$ cat config.mk
export PLATFORM = sky130hd
export DESIGN_NAME = button_event_fsm
export DESIGN_NICKNAME = d
export VERILOG_FILES = /design/src/rtl/btn_event_pkg.sv /design/src/rtl/edge_detect.sv /design/src/rtl/button_event_fsm.sv
export SDC_FILE = /design/constraint.sdc
export NUM_CORES = 1
export LEC_CHECK = 0
export BUFFER_PORTS_ARGS = -buffer_cell sky130_fd_sc_hd__buf_2
export CAP_MARGIN = 40
export CORE_MARGIN = 2
export CORE_UTILIZATION = 45
export DETAILED_ROUTE_END_ITERATION = 8
export SKIP_LAST_GASP = 1
export SLEW_MARGIN = 20
export SYNTH_ARGS = -nofsm -noshare
export SYNTH_HDL_FRONTEND = slang
export SYNTH_SLANG_ARGS = --single-unit
export TNS_END_PERCENT = 50
$ cat constraint.sdc
create_clock -name clk -period 4.2 [get_ports clk]
set_input_delay 0.42 -clock clk [delete_from_list [all_inputs] [get_ports clk]]
set_output_delay 0.42 -clock clk [all_outputs]
set_load 0.05 [all_outputs]
$ cat src/rtl/btn_event_pkg.sv
// Shared definitions for the button event FSM: state encodings and counter sizing.
// WAIT is only reachable when BTN_DOUBLE_CLICK_EN is defined.
package btn_event_pkg;

    localparam logic [1:0] ST_IDLE  = 2'd0;
    localparam logic [1:0] ST_PRESS = 2'd1;
    localparam logic [1:0] ST_LONG  = 2'd2;
    localparam logic [1:0] ST_WAIT  = 2'd3;

    // Enough bits to hold the largest threshold; the counter saturates there.
    function automatic int unsigned cnt_width(input int unsigned a,
                                              input int unsigned b,
                                              input int unsigned c);
        int unsigned m;
        m = a;
        if (b > m) m = b;
        if (c > m) m = c;
        return $clog2(m + 1);
    endfunction

endpackage

$ cat src/rtl/edge_detect.sv
// Registers a level one clock and flags its rising and falling edges.
// Synchronous active-high reset clears the history to 0.
module edge_detect (
    input  logic clk,
    input  logic rst,
    input  logic level_i,
    output logic rise_o,
    output logic fall_o
);

    logic prev_q;
    logic prev_d;

    always_comb begin
        prev_d = level_i;
    end

    always_ff @(posedge clk) begin
        if (rst) begin
            prev_q <= 1'b0;
        end else begin
            prev_q <= prev_d;
        end
    end

    always_comb begin
        rise_o = level_i & ~prev_q;
        fall_o = ~level_i & prev_q;
    end

endmodule

$ cat src/rtl/button_event_fsm.sv
// Turns a debounced button level into press/release/long/repeat pulses and a held level.
// Define BTN_DOUBLE_CLICK_EN to add the WAIT state and the dclick_o pulse.
module button_event_fsm
    import btn_event_pkg::*;
#(
    parameter int unsigned LONG_CYCLES   = 1000,
    parameter int unsigned REPEAT_CYCLES = 200,
    parameter int unsigned DCLICK_CYCLES = 300
) (
    input  logic clk,
    input  logic rst,
    input  logic clean_in,
    output logic press_o,
    output logic release_o,
    output logic long_o,
    output logic repeat_o,
    output logic held_o,
    output logic dclick_o
);

    localparam int unsigned CW = cnt_width(LONG_CYCLES, REPEAT_CYCLES, DCLICK_CYCLES);
    localparam logic [CW-1:0] CNT_MAX   = '1;
    localparam logic [CW-1:0] LONG_LAST = CW'(LONG_CYCLES - 1);
    localparam logic [CW-1:0] REP_LAST  = CW'(REPEAT_CYCLES - 1);

    logic rise;
    logic fall;

    logic [1:0]    state_q, state_d;
    logic [CW-1:0] cnt_q, cnt_d;
    logic [CW-1:0] cnt_inc;
    logic press_q, press_d;
    logic release_q, release_d;
    logic long_q, long_d;
    logic repeat_q, repeat_d;
    logic held_q, held_d;

    edge_detect u_edge_detect (
        .clk     (clk),
        .rst     (rst),
        .level_i (clean_in),
        .rise_o  (rise),
        .fall_o  (fall)
    );

`ifdef BTN_DOUBLE_CLICK_EN
    localparam logic [CW-1:0] DCLICK_LAST = CW'(DCLICK_CYCLES - 1);

    // Marks a press that was itself a double click, so its release does not re-arm WAIT.
    logic dc_press_q, dc_press_d;
    logic dclick_q, dclick_d;

    always_ff @(posedge clk) begin
        if (rst) begin
            dc_press_q <= 1'b0;
            dclick_q   <= 1'b0;
        end else begin
            dc_press_q <= dc_press_d;
            dclick_q   <= dclick_d;
        end
    end

    assign dclick_o = dclick_q;
`else
    assign dclick_o = 1'b0;
`endif

    always_comb begin
        cnt_inc   = (cnt_q == CNT_MAX) ? cnt_q : cnt_q + 1'b1;
        state_d   = state_q;
        cnt_d     = cnt_q;
        press_d   = 1'b0;
        release_d = 1'b0;
        long_d    = 1'b0;
        repeat_d  = 1'b0;
`ifdef BTN_DOUBLE_CLICK_EN
        dc_press_d = dc_press_q;
        dclick_d   = 1'b0;
`endif
        case (state_q)
            ST_IDLE: begin
                if (rise) begin
                    state_d = ST_PRESS;
                    cnt_d   = '0;
                    press_d = 1'b1;
`ifdef BTN_DOUBLE_CLICK_EN
                    dc_press_d = 1'b0;
`endif
                end
            end
            ST_PRESS: begin
                // A fall beats a threshold hit in the same cycle.
                if (fall) begin
                    release_d = 1'b1;
                    cnt_d     = '0;
`ifdef BTN_DOUBLE_CLICK_EN
                    state_d = dc_press_q ? ST_IDLE : ST_WAIT;
`else
                    state_d = ST_IDLE;
`endif
                end else if (cnt_q == LONG_LAST) begin
                    state_d = ST_LONG;
                    cnt_d   = '0;
                    long_d  = 1'b1;
                end else begin
                    cnt_d = cnt_inc;
                end
            end
            ST_LONG: begin
                if (fall) begin
                    state_d   = ST_IDLE;
                    release_d = 1'b1;
                end else if (cnt_q == REP_LAST) begin
                    cnt_d    = '0;
                    repeat_d = 1'b1;
                end else begin
                    cnt_d = cnt_inc;
                end
            end
`ifdef BTN_DOUBLE_CLICK_EN
            ST_WAIT: begin
                if (rise) begin
                    state_d    = ST_PRESS;
                    cnt_d      = '0;
                    press_d    = 1'b1;
                    dclick_d   = 1'b1;
                    dc_press_d = 1'b1;
                end else if (cnt_q == DCLICK_LAST) begin
                    state_d = ST_IDLE;
                end else begin
                    cnt_d = cnt_inc;
                end
            end
`endif
            default: begin
                state_d = ST_IDLE;
                cnt_d   = '0;
            end
        endcase
        held_d = (state_d == ST_PRESS) || (state_d == ST_LONG);
    end

    always_ff @(posedge clk) begin
        if (rst) begin
            state_q   <= ST_IDLE;
            cnt_q     <= '0;
            press_q   <= 1'b0;
            release_q <= 1'b0;
            long_q    <= 1'b0;
            repeat_q  <= 1'b0;
            held_q    <= 1'b0;
        end else begin
            state_q   <= state_d;
            cnt_q     <= cnt_d;
            press_q   <= press_d;
            release_q <= release_d;
            long_q    <= long_d;
            repeat_q  <= repeat_d;
            held_q    <= held_d;
        end
    end

    assign press_o   = press_q;
    assign release_o = release_q;
    assign long_o    = long_q;
    assign repeat_o  = repeat_q;
    assign held_o    = held_q;

endmodule

==> results list <==
- The run finished with clean final reports.
- The die is 52.39 um tall.
* Clock network power share: 0.330
- RD Place Congestion: 0.8310
- In the layout the commonest cells are sky130_fd_sc_hd__dfxtp_1 (18), sky130_fd_sc_hd__nand2_1 (11), sky130_fd_sc_hd__nor2_1 (9), sky130_fd_sc_hd__a21oi_1 (8).
* Fin nets: 143
* Antenna cell count: 0
- Yosys top cell area share: 0.3420
* Register area share after synthesis: 0.3420
- Post-CTS clock slew at the launch and capture registers of the worst setup and hold paths: 0.10 ns
* Net switching share of the total power: 0.2627
- By area the synthesized netlist is led by sky130_fd_sc_hd__dfxtp_1 (34%), sky130_fd_sc_hd__ha_1 (5.9%), sky130_fd_sc_hd__nand2_1 (3.9%), sky130_fd_sc_hd__a21oi_1 (3.8%), sky130_fd_sc_hd__nor3b_1 (3.6%).
- Cell type of the slowest stage on the worst timing path: sky130_fd_sc_hd__or4_4
- Peak VDD IR: 245.2 uV
- The worst hold path terminates at u_edge_detect.prev_q.
- Combined area of the multi-input logic cells: 626.9 um2
- Average vias per placed instance: 5.802
- Fill cells in the final layout number 234.
* CTS Root Buffer Type: sky130_fd_sc_hd__clkbuf_4
- Dividing the final minimum period by the clock period gives 0.5464.
- For this design, the sink count on the clock tree is 18.
- Of all nets on the critical path, the largest fanout is 10.
- The longest clock path from root to sink contains 2 buffers.
- Required time at the worst-slack endpoint: 4.38 ns
* Kind of launch point of the worst setup path: flop
- Count of cells resized by post-cts repair: 0
- Sequential power share: 0.542
- Hold slack: 0.4170 ns
* Int Power: 238.7 uW
- Pin count of the biggest net entering global routing: 18
- In the final layout, the share of cells above drive strength 1 is 0.1194.
- The number of different library cells used by synthesis comes to 44.
* Hold-fix buffer count after cts: 0
- Across the run, the number of max-cap violations was 0.
* Endpoint of the lowest-slack register-to-register path: cnt_q[7]
* Number of warning messages in the yosys log: 0
- Startpoint of the lowest-slack register-to-register path: cnt_q[0]
* Number of synthesized flops with an enable pin: 0
* Synth Area per Inst: 8.104 um2
* # Post-CTS Setup Buffers: 0
- TritonCTS built the clock tree.
- Total CTS buffers: 3
- Setup repair after global routing left no endpoint under its margin.
- Summed over all instances, the cell type with the most area after synthesis is sky130_fd_sc_hd__dfxtp_1.
* Number of standard cells after synthesis: 130
- The floorplan has 17 rows.
- Antenna violations before repair: 0
- Traced cell by cell, the critical path runs through ha_1 > nand4bb_1 > or4_4 > a32o_1 > o21bai_1 > nor3b_1.
* Area of the mapped netlist: 0.001054 mm2
* Starting DRT DRC Count: 24
* Count of cells along the worst register-to-register path: 6
* Antenna Nets Post-Route: 0
- From left edge to right edge, the die measures 52.39 um.
- Ys flop type: sky130_fd_sc_hd__dfxtp_1
- Core Footprint: 0.002212 mm2
- Initial Util: 0.4762
- Psw: 85.05 uW
- The floorplan step defined a die boundary enclosing 0.002744 mm2.
- Total negative setup slack: 0 ns
* Largest incremental delay on the critical path: 0.50 ns
- Global router's overall resource usage: 0.1786
* Number of stages on the worst hold path: 2
- Setup violations remaining at the end of the flow were counted as 0.
* Worst reg-to-reg setup slack: 1.91 ns
* Worst min path class: input pin to flop
- The startpoint identified for the worst hold timing path is clean_in.
- Ratio of total power to cell area: 289.1 mW/mm2
- Leaving out fill and tap cells, the most frequent cell in the layout is sky130_fd_sc_hd__dfxtp_1.
* Footprint of the flip-flops and latches: 360.3 um2
- Detailed Place HPWL: 1692 um
- I/O Pins: 9
* Number of port buffers: 7
- For the worst-skew pair, the clock arrives at the later sink with an insertion delay of 0.29 ns.
- The setup path with the least slack is of type flop to flop.
- Iteration count of the initial detailed-routing pass: 4
* FMAX: 0.4357 GHz
- Critical Path End Type: flop
* Drt wl/cell: 13.89 um
* Number of endpoints with negative hold slack in the final report: 0
- Across the routed clock network, the largest skew measured is 0.004307 ns.
- The number of nets in the synthesized netlist is 138.
- Logic gate share of total power: 0.128
* Remaining routing DRC violations: 0
- Synthesis-to-layout area growth: 6.294%
* P_leak: 0.3926 nW
* Final Max Slew Viols: 0
- Number of global-route vias before repair: 863
- Global routing finished with a remaining overflow of 0.
- First-pass GRT wire length: 3629 um
- Post-synth ARST share: 0
* Number of levels in the clock H-tree: 1
* Via count: 940
* Flip-flop and latch count after synthesis: 18
- The worst path in the final design needs a cycle of 2.295 ns, including I/O delays and setup.
* Total Routed Length: 2250 um
- Critical path data arrival time: 2.47 ns
stage by stage:
step,instances,cell area [um2],util,worst slack [ns],power [mW]
6_report,162,1120,0.5062,1.905,0.3238
5_1_grt,162,1120,0.5062,1.774,0.3409
4_1_cts,162,1120,0.5062,1.921,0.3279
3_5_place_dp,158,1084,0.4898,1.939,0.2204
3_3_place_gp,158,1084,0.4898,2.002,0.2199
2_1_floorplan,130,1054,-,2.099,0.2131
worst max path at each step:
stage | startpoint | to | slack [ns]
floorplan | cnt_q[0] | cnt_q[0] | 2.10
global placement | cnt_q[0] | cnt_q[0] | 2.00
detailed placement | cnt_q[0] | cnt_q[1] | 1.94
CTS | cnt_q[0] | cnt_q[1] | 1.92
global route | cnt_q[0] | cnt_q[5] | 1.77
finish | cnt_q[0] | cnt_q[7] | 1.91
synth_stat cells, drive strengths merged, types with 2 or more instances:
master	instances
a21oi	8
dfxtp	18
o311ai	2
and3	2
and4	2
inv	7
nand4	4
nor2	9
o21ai	5
ha	5
nand3b	3
nor2b	3
nor3b	5
a32o	2
nand2	11
clkbuf	4
nand3	7
a31oi	2
nand2b	3
buf	3
or2	2
nor3	5
power by group through the flow:
stage,logic [mW],registers [mW],clock network (mW)
after CTS,0.0412,0.176,0.111
after floorplan,0.0284,0.185,0
after global placement,0.0404,0.179,0
after detailed placement,0.0409,0.180,0
after global routing,0.0453,0.176,0.119
final,0.0413,0.176,0.107
layout make-up:
cell class | count | share of cell area
well taps | 28 | 0.03129
inverters | 7 | 0.02346
flip-flops and latches | 18 | 0.3218
clock buffers | 4 | 0.03240
multi-input cells | 98 | 0.5598
repair buffers | 7 | 0.03129
flip-flops by register name (all words and copies together) (netlist names):
register and flops:
held_o 1, repeat_o 1, press_o 1, state_q 2
u_edge_detect.prev_q 1, release_o 1, cnt_q 10, long_o 1
critical path, delay by kind of cell, from the launching register on:
kind	cells	cell delay (ns)
adder cells (fa/ha/maj)	1	0.27
flip-flops	1	0.43
AND/OR/NAND/NOR	3	0.74
AO/OA/AOI/OAI	2	0.73
kinds of logic (layout without fill, tap and decap cells):
logic type                 count (synthesis)  in the layout  share of synthesized area
other                                      1              1                   0.003560
AOI/OAI and AO/OA                         26             26                     0.1651
DFF                                       18             18                     0.3420
and+or+nand+nor                           65             65                     0.3587
adders and majority gates                  5              5                    0.05938
buffers and inverters                     14             18                    0.06294
xor gates and xnor gates                   1              1                   0.008315
metal layers:
metal  up-vias  wire [um]  track usage
li1        478          -            -
met1       434       1011       0.1989
met2        26       1126       0.3229
met3         2         96      0.05143
met4         0         15      0.05556
met5         -          0            0
(Power assumes the default switching activity.)
